[config.mk]
export PLATFORM = sky130hd
export DESIGN_NAME = sample_packer_flat
export DESIGN_NICKNAME = d
export VERILOG_FILES = /design/src/rtl/sample_packer_if.sv /design/src/rtl/sample_packer.sv /design/src/flat_wrapper.sv
export SDC_FILE = /design/constraint.sdc
export NUM_CORES = 1
export LEC_CHECK = 0
export BUFFER_PORTS_ARGS = -buffer_cell sky130_fd_sc_hd__buf_4
export CAP_MARGIN = 20
export CORE_MARGIN = 4
export CORE_UTILIZATION = 65
export CTS_CLUSTER_SIZE = 28
export DETAILED_ROUTE_END_ITERATION = 6
export GPL_TIMING_DRIVEN = 0
export PLACE_DENSITY = 0.84
export SYNTH_ARGS = -nofsm -noshare
export SYNTH_HDL_FRONTEND = slang
export SYNTH_SLANG_ARGS = --single-unit
[constraint.sdc]
create_clock -name clk -period 6.1 [get_ports clk]
set_input_delay 0.915 -clock clk [delete_from_list [all_inputs] [get_ports clk]]
set_output_delay 0.915 -clock clk [all_outputs]
set_load 0.05 [all_outputs]
[src/rtl/sample_packer_if.sv]
// Handshake bundle for sample_packer: quantised samples in, packed words out.
interface sample_packer_if #(
    parameter int NCH   = 4,
    parameter int SBITS = 2,
    parameter int OUT_W = 16
);
    logic [NCH*2*SBITS-1:0] in_data;
    logic                   in_valid;
    logic [OUT_W-1:0]       out_data;
    logic                   out_valid;
    logic                   out_ready;

    // master is the surrounding environment (quantizers and packet_streamer), slave is the packer
    modport master (output in_data, in_valid, out_ready, input out_data, out_valid);
    modport slave  (input in_data, in_valid, out_ready, output out_data, out_valid);
endinterface

[src/rtl/sample_packer.sv]
// Keeps the first nch_active channels of every (decim+1)-th sample, packs them MSB-first
// into OUT_W-bit words and queues the words in a DEPTH-entry FIFO with overflow counting.
module sample_packer #(
    parameter int NCH   = 4,
    parameter int SBITS = 2,
    parameter int OUT_W = 16,
    parameter int DEPTH = 8
) (
    input  logic                   clk,
    input  logic                   reset,
    sample_packer_if.slave         bus,
    input  logic [3:0]             nch_active,
    input  logic [3:0]             decim,
    input  logic                   ovf_clear,
    output logic [15:0]            ovf_count,
    output logic [$clog2(DEPTH):0] fill_level
);
    localparam int KMAX  = NCH * 2 * SBITS;
    localparam int ACC_W = 2 * OUT_W;
    localparam int FW    = $clog2(ACC_W + 1);
    localparam int AW    = $clog2(DEPTH);
    localparam int CW    = AW + 1;

    logic [3:0]       r_nch;
    logic [3:0]       r_decim;
    logic [3:0]       r_dcnt;
    logic [ACC_W-1:0] r_acc;
    logic [FW-1:0]    r_fill;
    logic             r_pend_v;
    logic [OUT_W-1:0] r_pend_w;
    logic [OUT_W-1:0] r_mem [DEPTH];
    logic [AW-1:0]    r_wr;
    logic [AW-1:0]    r_rd;
    logic [CW-1:0]    r_count;
    logic             r_out_valid;
    logic [15:0]      r_ovf;

    logic             w_cfg_change;
    logic [3:0]       w_n;
    logic [FW-1:0]    w_k;
    logic             w_keep;
    logic [ACC_W-1:0] w_samp;
    logic [ACC_W-1:0] w_merged;
    logic [FW-1:0]    w_sum;
    logic             w_emit;
    logic             w_pop;
    logic             w_full;
    logic             w_push;
    logic             w_drop;
    logic [CW-1:0]    w_count_nxt;

    assign w_cfg_change = (nch_active != r_nch) || (decim != r_decim);
    assign w_n          = (r_nch > 4'(NCH)) ? 4'(NCH) : r_nch;
    assign w_k          = FW'(w_n) * FW'(2 * SBITS);
    assign w_keep       = bus.in_valid && (r_dcnt == 4'd0) && (w_k != '0);

    // The accumulator is MSB-aligned: valid bits sit at the top, r_fill of them, zeros below.
    assign w_samp   = ((ACC_W'(bus.in_data) << (ACC_W - KMAX)) & ~({ACC_W{1'b1}} >> w_k)) >> r_fill;
    assign w_merged = r_acc | w_samp;
    assign w_sum    = r_fill + w_k;
    assign w_emit   = (w_sum >= FW'(OUT_W));

    assign w_pop       = r_out_valid && bus.out_ready;
    assign w_full      = (r_count == CW'(DEPTH));
    assign w_push      = r_pend_v && (!w_full || w_pop);
    assign w_drop      = r_pend_v && w_full && !w_pop;
    assign w_count_nxt = r_count + CW'(w_push) - CW'(w_pop);

    assign bus.out_data  = r_mem[r_rd];
    assign bus.out_valid = r_out_valid;
    assign ovf_count     = r_ovf;
    assign fill_level    = r_count;

    always_ff @(posedge clk) begin
        if (reset) begin
            r_nch       <= nch_active;
            r_decim     <= decim;
            r_dcnt      <= '0;
            r_acc       <= '0;
            r_fill      <= '0;
            r_pend_v    <= 1'b0;
            r_pend_w    <= '0;
            r_wr        <= '0;
            r_rd        <= '0;
            r_count     <= '0;
            r_out_valid <= 1'b0;
            r_ovf       <= '0;
            for (int i = 0; i < DEPTH; i++) begin
                r_mem[i] <= '0;
            end
        end else begin
            r_pend_v <= 1'b0;
            if (w_cfg_change) begin
                r_nch   <= nch_active;
                r_decim <= decim;
                r_dcnt  <= '0;
                r_acc   <= '0;
                r_fill  <= '0;
            end else if (bus.in_valid) begin
                r_dcnt <= (r_dcnt == r_decim) ? 4'd0 : r_dcnt + 4'd1;
                if (w_keep) begin
                    if (w_emit) begin
                        r_pend_v <= 1'b1;
                        r_pend_w <= w_merged[ACC_W-1 -: OUT_W];
                        r_acc    <= w_merged << OUT_W;
                        r_fill   <= w_sum - FW'(OUT_W);
                    end else begin
                        r_acc  <= w_merged;
                        r_fill <= w_sum;
                    end
                end
            end

            // A completed word enters the FIFO one cycle after it was packed.
            if (w_push) begin
                r_mem[r_wr] <= r_pend_w;
                r_wr        <= r_wr + 1'b1;
            end
            if (w_pop) begin
                r_rd <= r_rd + 1'b1;
            end
            r_count     <= w_count_nxt;
            r_out_valid <= (w_count_nxt != '0);

            if (ovf_clear) begin
                r_ovf <= '0;
            end else if (w_drop && (r_ovf != 16'hFFFF)) begin
                r_ovf <= r_ovf + 16'd1;
            end
        end
    end
endmodule

[src/flat_wrapper.sv]
// flat-port wrapper written by rule: the top's interface ports become plain ports
module sample_packer_flat 
#(
    parameter int NCH   = 4,
    parameter int SBITS = 2,
    parameter int OUT_W = 16,
    parameter int DEPTH = 8
)
  (clk, reset, nch_active, decim, ovf_clear, ovf_count, fill_level, bus_in_data, bus_in_valid, bus_out_ready, bus_out_data, bus_out_valid);
  sample_packer_if #(.NCH(NCH), .SBITS(SBITS), .OUT_W(OUT_W)) bus_i ();
  input  logic clk;
  input  logic reset;
  input  logic [3:0] nch_active;
  input  logic [3:0] decim;
  input  logic ovf_clear;
  output logic [15:0] ovf_count;
  output logic [$clog2(DEPTH):0] fill_level;
  input wire logic [$bits(bus_i.in_data)-1:0] bus_in_data;
  input wire logic [$bits(bus_i.in_valid)-1:0] bus_in_valid;
  input wire logic [$bits(bus_i.out_ready)-1:0] bus_out_ready;
  output wire logic [$bits(bus_i.out_data)-1:0] bus_out_data;
  output wire logic [$bits(bus_i.out_valid)-1:0] bus_out_valid;
  assign bus_i.in_data = bus_in_data;
  assign bus_i.in_valid = bus_in_valid;
  assign bus_i.out_ready = bus_out_ready;
  assign bus_out_data = bus_i.out_data;
  assign bus_out_valid = bus_i.out_valid;
  sample_packer #(.NCH(NCH), .SBITS(SBITS), .OUT_W(OUT_W), .DEPTH(DEPTH)) u_core (.clk(clk), .reset(reset), .bus(bus_i), .nch_active(nch_active), .decim(decim), .ovf_clear(ovf_clear), .ovf_count(ovf_count), .fill_level(fill_level));
endmodule
==> impl_metrics.toml, run 1 <==
[sta]
finalHoldViolCount = 0
finalSetupTns_ns = 0
hold_slack_ns = 0.464
finClkSkew_ns = 0.0258
fmax_mhz = 257
worst_pin_slew_ns = 0.974
relSlewSlack_pct = 35.1
fin_crit_ns = 3.90
setup_violations = 0
rsz0062_at_grt = "false"
setup_slack_ns = 2.20
maxSlewViolCount = 0
period_share_pct = 63.9

[routing]
drtPass1Iterations = 6
drc = 0
num_vias = 7866
wl_per_cell_microns = 20.7
drtIter0Drc = 625
avgViaCountPerCell = 6.23
antenna_left = 0
wirelength_mm = 26.2

[clocking]
cts_made_buffers = 24
cts_resized = 0
cts_hold_buf = 0
clk_latency_ns = 0.53
htreeDepth = 1
clk_path_buf_depth = 3
post-cts-setup-buffers = 0
path_clk_slew_ns = 0.06
tritoncts = "yes"
clock_sink_count = 223
cts_root_buf = "clkbuf_16"

[cells_and_area]
nets = 1070
final_cell_mix = "edfxtp_1, and2_1, dfxtp_1, buf_4"
fin_cells = 1262
layout_commonest_cell = "edfxtp_1"
n_antenna_cell = 0
final_design_area_no_fill_sq_mm = 0.0123
drive_above_1_share_pct = 18.2
syn2layout_area_growth_pct = 15.0
fin_util_pct = 77.0

[worst_setup_path]
cp.required_ns = 5.18
start_kind = "register"
crit_slowest_cell = "buf_1"
crit_chain = "clkbuf_1, buf_1, mux4_2, mux2_2, buf_4"
critical_path_class = "register to output pin"
crit_path_max_incr_delay_ns = 0.77
cp.arrival_ns = 2.98
cp_max_fo = 10
critPathCaptureType = "output pin"

[floorplanning]
fp.coreArea_sq_mm = 0.0160
std_cell_rows = 46
io_pins = 66
die_w_microns = 136
fp.dieH_microns = 136
start_util_pct = 67.0
die_area_sq_mm = 0.0186

[power]
p_per_area_mw_per_mm2 = 307
vdd_ir_drop_max_v = 0.000231
leakage_nw = 4.39
power_mw = 3.78

[logic_synthesis]
synth_warnings = 0
synth-edff-count = 136
synth_ff_type = "edfxtp_1"
netlist_instances = 932
syn_area_per_cell_sq_um = 11.5
ys_seq_elements = 223
ys_async_sr_fraction_pct = 0
syn_area_sq_mm = 0.0107
synth.net_count = 974
synth_cell_types = 66
synth_seq_area_share_pct = 54.4

[outcome]
status = "finished, final reports clean"

[placement]
place_congestion = 0.981
placedCellCount = 1215
pre_cts_slack_ns = 2.67
dp_hpwl_mm = 17.7
place_area_sq_mm = 0.0115
portBuffers = 63

[global_routing]
first_global_vias = 7900
grt_max_degree = 18
track_usage_pct = 29.0
overflow = 0
grt_pass1_wl_mm = 42.2
antenna_found_initial = 0

[min_path]
min_path_type = "register to register"

[job]
cap_violations = 0
-- logic make-up (layout without fill, tap and decap cells) --
logic type	Yosys count	after routing	share of synthesized area (%)
simple gates	340	340	17.9
flops	223	223	54.4
compound gates	176	176	10.8
buf+inv	96	210	3.84
mux	54	54	8.97
xor+xnor	30	30	2.45
fa+ha+maj	13	13	1.59
-- cell usage after synthesis, types with 6 or more instances --
cell type	n	area share (%)
nand2_1	37	1.3
nand3_1	34	1.6
mux2i_1	6	0.56
o22ai_1	9	0.53
nor2b_1	11	0.64
nor3_1	10	0.47
nor4_1	8	0.47
nor2_1	48	1.7
mux2_2	16	1.7
a21oi_1	52	2.4
buf_1	6	0.21
and3_1	9	0.53
clkbuf_1	42	1.5
and2_1	131	7.6
mux4_2	32	6.7
dfxtp_1	87	16
a211oi_1	18	1.3
nand2b_1	7	0.41
o21ai_0	18	0.84
inv_1	27	0.95
a21o_1	7	0.49
or2_2	8	0.47
nand4_1	13	0.76
o31ai_1	6	0.42
ha_1	12	1.4
a31oi_1	27	1.6
xnor2_1	10	0.82
edfxtp_1	136	38
buf_2	14	0.65
or4_1	8	0.56
a311oi_1	6	0.49
xor2_1	20	1.6
-- worst max-delay path: cells and delay by family (launching register included) --
family,cells,cell delay [ns]
flip-flops,1,0.31
buffers and inverters,3,1.22
multiplexers,2,0.94
-- flip-flops by register name (all words and copies together) (netlist names), 4 cells and up, named ones only --
signal             cells
u_core.r_nch           4
u_core.ovf_count      16
u_core.fill_level      4
u_core.r_mem         128
u_core.r_fill          4
u_core.r_dcnt          4
u_core.r_acc          32
u_core.r_pend_w       16
u_core.r_decim         4
-- power breakdown --
group	internal, mW	switching (mW)	total, mW
sequential	1.65	0.0318	1.68
combinational	0.250	0.383	0.633
clock	0.882	0.585	1.47
total	2.78	1.00	3.78
-- layer usage --
metal  vias to the layer above  share of wire (%)  GRT usage, %  wire, microns
li1                       3651                  -             -              -
met1                      3832                 40          37.5          10600
met2                       322                 51          51.0          13200
met3                        61                5.9          3.77           1550
met4                         0                3.1          9.24            808
met5                         -                  0             0              0
-- path summary, 6_finish.rpt --
check	start	endpoint	slack [ns]	cells after the start
setup / recovery	register	bus_out_data[14]	2.20	5
hold / removal	u_core.r_acc[11]	u_core.r_acc[11]	0.46	2
setup reg to reg	u_core.r_fill[2]	u_core.r_acc[18]	2.74	11
hold reg to reg	u_core.r_acc[11]	u_core.r_acc[11]	0.46	2
-- area by class of cell --
cell class | instances | area [sq um]
Sequential cell | 223 | 5830
Multi-Input combinational cell | 613 | 4480
Fill cell | 1086 | 3680
Clock buffer | 38 | 704
Timing Repair Buffer | 70 | 528
Buffer | 67 | 303
Tap cell | 216 | 270
Inverter | 29 | 109
Clock inverter | 6 | 97.6
Power figures use the tool's default switching activity.
==> inputs of run 2 (changes only) <==
CORE_UTILIZATION = 55   (was 65)
PLACE_DENSITY = 0.76   (was 0.84)
clock period = 3.2 ns   (was 6.1 ns; I/O delays follow)
==> run 2 against run 1 <==
Compared with the run above:
- die area is 17% higher
- core utilization is 11 points lower
- sequential cell count stayed put
- critical path depth stayed put
- setup slack worse by 2.0 ns
- combinational power is 86% higher
- highest routed layer unchanged
- clock skew is 0.0088 ns lower
==> impl_metrics.toml, run 2 (synthesis gave the netlist of run 1 again) <==
[outcome]
status = "finished, final reports clean"

[cells_and_area]
regMostFlops = "u_core.r_mem"
layout_commonest_cell = "edfxtp_1"
final_cell_mix = "edfxtp_1, and2_1, dfxtp_1, buf_4, a21oi_1"
drive_above_1_share_pct = 19.2
reg_top3 = "u_core.r_mem: 128 flops, u_core.r_acc: 32 flops"
nets = 1067
fin_cells = 1303
largest_register_ffs = 128
fill_cells = 1453
syn2layout_area_growth_pct = 16.2
n_antenna_cell = 0

[routing]
avgViaCountPerCell = 5.87
wirelength_mm = 25.1
drtIter0Drc = 478
wl_per_cell_microns = 19.3
drtPass1Iterations = 5
num_vias = 7654
antenna_left = 0
drc = 0

[clocking]
clk_path_buf_depth = 3
clk_latency_ns = 0.52
htreeDepth = 1
cts_root_buf = "clkbuf_16"
clock_sink_count = 223
cts_hold_buf = 0
path_clk_slew_ns = 0.06
tritoncts = "yes"
cts_made_buffers = 24

[min_path]
min_path_type = "primary input to register"
hp-start = "decim[3]"

[placement]
place_congestion = 0.968
pre_cts_slack_ns = -0.0155
placedCellCount = 1260
dp_hpwl_mm = 17.5
portBuffers = 63

[sta]
finClkSkew_ns = 0.0170
fin_crit_ns = 3.03
relSlewSlack_pct = 24.4
setup_slack_ns = 0.173
setup_violations = 0
maxSlewViolCount = 0
period_share_pct = 94.6
finalHoldViolCount = 0
hold_slack_ns = 0.167
fmax_mhz = 330
worst_pin_slew_ns = 1.12
rsz0062_at_grt = "false"

[global_routing]
track_usage_pct = 23.2
first_global_vias = 7645
overflow = 0
antenna_found_initial = 0
grt_pass1_wl_mm = 40.9
grt_max_degree = 18

[worst_setup_path]
critPathCaptureType = "output pin"
start_kind = "register"
timing.rr.start = "u_core.r_fill[2]"
cp.arrival_ns = 2.55
cp.required_ns = 2.72
critical_path_class = "register to output pin"
cp_max_fo = 10

[power]
vdd_ir_drop_max_v = 0.000429
power_mw = 7.31
leakage_nw = 4.44
p_per_area_mw_per_mm2 = 587

[job]
cap_violations = 0

[floorplanning]
fp.coreArea_sq_mm = 0.0190
io_pins = 66
start_util_pct = 56.5
fp.dieH_microns = 148
die_area_sq_mm = 0.0218
die_w_microns = 148
std_cell_rows = 50
run 2: cell count changes in the layout (fill, tap and decap cells not counted), moves of 2 or more:
cell	previous run	this run
clkbuf_16	25	29
buf_1	6	2
bufinv_16	2	0
clkbuf_1	52	45
clkbuf_2	2	0
buf_2	17	19
clkbuf_8	3	7
run 2: cell type report:
| type | instances | area, sq um | share of cell area, % |
|---|---|---|---|
| sequential | 223 | 5830 | 46.8 |
| multi-input combinational | 613 | 4500 | 36.1 |
| clock buffer | 39 | 833 | 6.69 |
| timing repair buffer | 68 | 523 | 4.20 |
| tap | 260 | 325 | 2.61 |
| buffer | 66 | 303 | 2.43 |
| inverter | 29 | 109 | 0.874 |
| clock inverter | 5 | 40.0 | 0.321 |
run 2: final timing paths:
path	slack, ns	depth (start not counted)	end
max	0.17	5	bus_out_data[5]
min	0.17	1	u_core.r_decim[3]
max reg2reg	0.30	10	u_core.r_acc[31]
min reg2reg	0.46	2	u_core.r_acc[27]
run 2: power by group:
group,switching [mW],leakage [nW],internal (mW),total (mW)
combinational,0.707,1.94,0.477,1.18
sequential,0.0557,2.07,3.15,3.21
clock,1.13,0.431,1.79,2.92
total,1.89,4.44,5.42,7.31
run 2: stage by stage:
| stage | instance area, sq um | setup TNS (ns) | utilization, % |
|---|---|---|---|
| final | 12500 | 0 | 65.7 |
| after global routing | 12500 | 0 | 65.7 |
| after CTS | 12500 | 0 | 65.7 |
| after detailed placement | 11600 | -0.0232 | 61.0 |
| after global placement | 11500 | -21.11 | 60.7 |
| after floorplan | 10700 | 0 | - |
run 2: repair_timing:
item                                    4_1_cts  5_1_grt
endpoints found under the setup margin       32       75
resized for setup                            11        3
endpoints found under the hold margin         0        0
buffers inserted                              0        0
run 2: metal layers:
layer / global-route usage [%] / share of wire, %
met3: 3.46 / 5.9
met1: 30.3 / 41
met4: 6.94 / 2.8
met5: 0 / 0
met2: 40.2 / 50
run 2: critical path, stage by stage (launching register included):
cell and delay [ns]:
dfxtp_1 0.30, clkbuf_1 0.25, buf_2 0.42, mux4_2 0.58
mux2_2 0.28, buf_4 0.19
==> inputs of run 3 (changes only) <==
CORE_MARGIN = default   (was 4)
CORE_UTILIZATION = 40   (was 55)
PLACE_DENSITY = default   (was 0.76)
RECOVER_POWER = 100   (was default)
==> run 3 against run 2 <==
Compared with the run above:
- the run now ends with DRC left
- combinational power about the same
- sequential share of layout area up 0.59 points
- largest power group unchanged
- setup slack worse by 0.032 ns
- sequential power about the same
- fmax down 1.0%
- power down 3.6%
- critical path depth unchanged
- register-to-register slack worse by 0.05 ns
- worst hold slack better by 0.021 ns
==> impl_metrics.toml, run 3 (synthesis gave the netlist of run 1 again) <==
[clocking]
clk_latency_ns = 0.54
htreeDepth = 1
cts_root_buf = "clkbuf_16"
cts_hold_buf = 0
cts_made_buffers = 26
clock_sink_count = 223
clk_path_buf_depth = 3
tritoncts = "yes"
path_clk_slew_ns = 0.06

[cells_and_area]
layout_commonest_cell = "edfxtp_1"
regMostFlops = "u_core.r_mem"
n_antenna_cell = 0
syn2layout_area_growth_pct = 14.8
drive_above_1_share_pct = 14.7
final_cell_mix = "edfxtp_1, dfxtp_1, clkbuf_1, and2_0, and2_1"
fin_cells = 1380
reg_top3 = "u_core.r_mem: 128 flops, u_core.r_acc: 32 flops"
nets = 1068
largest_register_ffs = 128
fill_cells = 2476

[routing]
drc = 2
wirelength_mm = 26.4
antenna_left = 0
num_vias = 7555
drtIter0Drc = 519
wl_per_cell_microns = 19.2
drtPass1Iterations = 7
avgViaCountPerCell = 5.47

[sta]
fin_crit_ns = 3.06
finClkSkew_ns = 0.0202
relSlewSlack_pct = 2.13
setup_violations = 0
worst_pin_slew_ns = 1.45
maxSlewViolCount = 0
rsz0062_at_grt = "false"
finalHoldViolCount = 0
fmax_mhz = 327
finalSetupTns_ns = 0
period_share_pct = 95.6

[worst_setup_path]
reg2reg_slack_ns = 0.25
start_kind = "register"
cp.arrival_ns = 2.58
critPathCaptureType = "output pin"
crit_buf_inv = 3
crit_path_max_incr_delay_ns = 0.56
r2r_cells = 11
critical_path_class = "register to output pin"
crit_chain = "clkbuf_1, buf_2, mux4_2, mux2_2, clkbuf_4"
cp_max_fo = 10
cp.required_ns = 2.72
cp_top_family = "buffers and inverters"
r2r_end = "u_core.r_pend_w[7]"
crit_slowest_cell = "mux4_2"
cp.depth = 5
timing.rr.start = "u_core.r_fill[2]"
crit_end = "bus_out_data[8]"

[floorplanning]
die_area_sq_mm = 0.0274
die_w_microns = 166
std_cell_rows = 59
io_pins = 66
fp.coreArea_sq_mm = 0.0261
start_util_pct = 41.0
fp.dieH_microns = 166

[power]
p_per_area_mw_per_mm2 = 573
vdd_ir_drop_max_v = 0.000355
leakage_nw = 4.17

[min_path]
min_path_type = "primary input to register"
hp-start = "decim[3]"

[global_routing]
track_usage_pct = 19.7
grt_max_degree = 20
overflow = 0
antenna_found_initial = 0
first_global_vias = 7632
grt_pass1_wl_mm = 42.6

[placement]
placedCellCount = 1333
place_congestion = 0.914
dp_hpwl_mm = 18.5
portBuffers = 63

[outcome]
violations = "DRC"
status = "finished, violations left"

[job]
cap_violations = 0
-- run 3: report_power, final --
group          total, mW  leakage (nW)  internal [mW]  switching (mW)
Sequential          3.20          2.07           3.15          0.0496
Clock               2.68         0.376           1.52            1.17
Combinational       1.17          1.72          0.445           0.721
-- run 3: stage by stage --
| stage | hold WS [ns] | utilization (%) | instance area (sq um) | setup slack (ns) | total power [mW] |
|---|---|---|---|---|---|
| 3_3_place_gp | 0.450 | 44.4 | 11600 | -0.787 | 4.47 |
| 4_1_cts | 0.128 | 47.6 | 12400 | 0.0274 | 7.16 |
| 6_report | 0.188 | 47.1 | 12300 | 0.141 | 7.05 |
| 5_1_grt | 0.178 | 47.1 | 12300 | 0.0172 | 7.32 |
| 3_5_place_dp | 0.448 | 44.6 | 11700 | -0.140 | 4.48 |
| 2_1_floorplan | 0.434 | - | 10700 | 0.140 | 4.13 |
-- run 3: worst register-to-register path: cells and delay by family (launching register included) --
| family | cells | cell delay (ns) |
|---|---|---|
| buffers and inverters | 5 | 1.02 |
| AO/OA/AOI/OAI | 3 | 0.82 |
| AND/OR/NAND/NOR | 2 | 0.49 |
| flip-flops | 1 | 0.40 |
| adder cells (fa/ha/maj) | 1 | 0.13 |
-- run 3: routing by layer --
| metal | up-vias | track usage, % | share of wire (%) |
|---|---|---|---|
| met5 | - | 0 | 0 |
| met4 | 0 | 5.81 | 2.6 |
| met3 | 52 | 3.23 | 5.2 |
| met2 | 241 | 33.9 | 49 |
| met1 | 3622 | 25.5 | 43 |
| li1 | 3640 | - | - |
-- run 3: timing repair --
action / 4_1_cts / 5_1_grt
pin swaps: 0 / 0
resized for setup: 14 / 2
setup endpoints to repair: 58 / 8
buffers inserted: 0 / 0
cloned: 0 / 0
-- run 3: worst min path at each step --
stage	cells past startpoint	end
2_1_floorplan	2	u_core.r_acc[27]
3_3_place_gp	2	u_core.r_acc[27]
3_5_place_dp	2	u_core.r_acc[27]
4_1_cts	1	u_core.r_decim[1]
5_1_grt	1	u_core.r_decim[1]
6_report	1	u_core.r_decim[3]
-- run 3: cell type report --
cell class / count / area [sq um] / area share [%]
buffer: 65 / 287 / 2.33
clock buffer: 34 / 691 / 5.61
clock inverter: 13 / 72.6 / 0.590
inverter: 29 / 109 / 0.885
multi-input combinational: 613 / 4500 / 36.5
sequential: 223 / 5830 / 47.4
tap: 335 / 419 / 3.41
timing repair buffer: 68 / 402 / 3.27
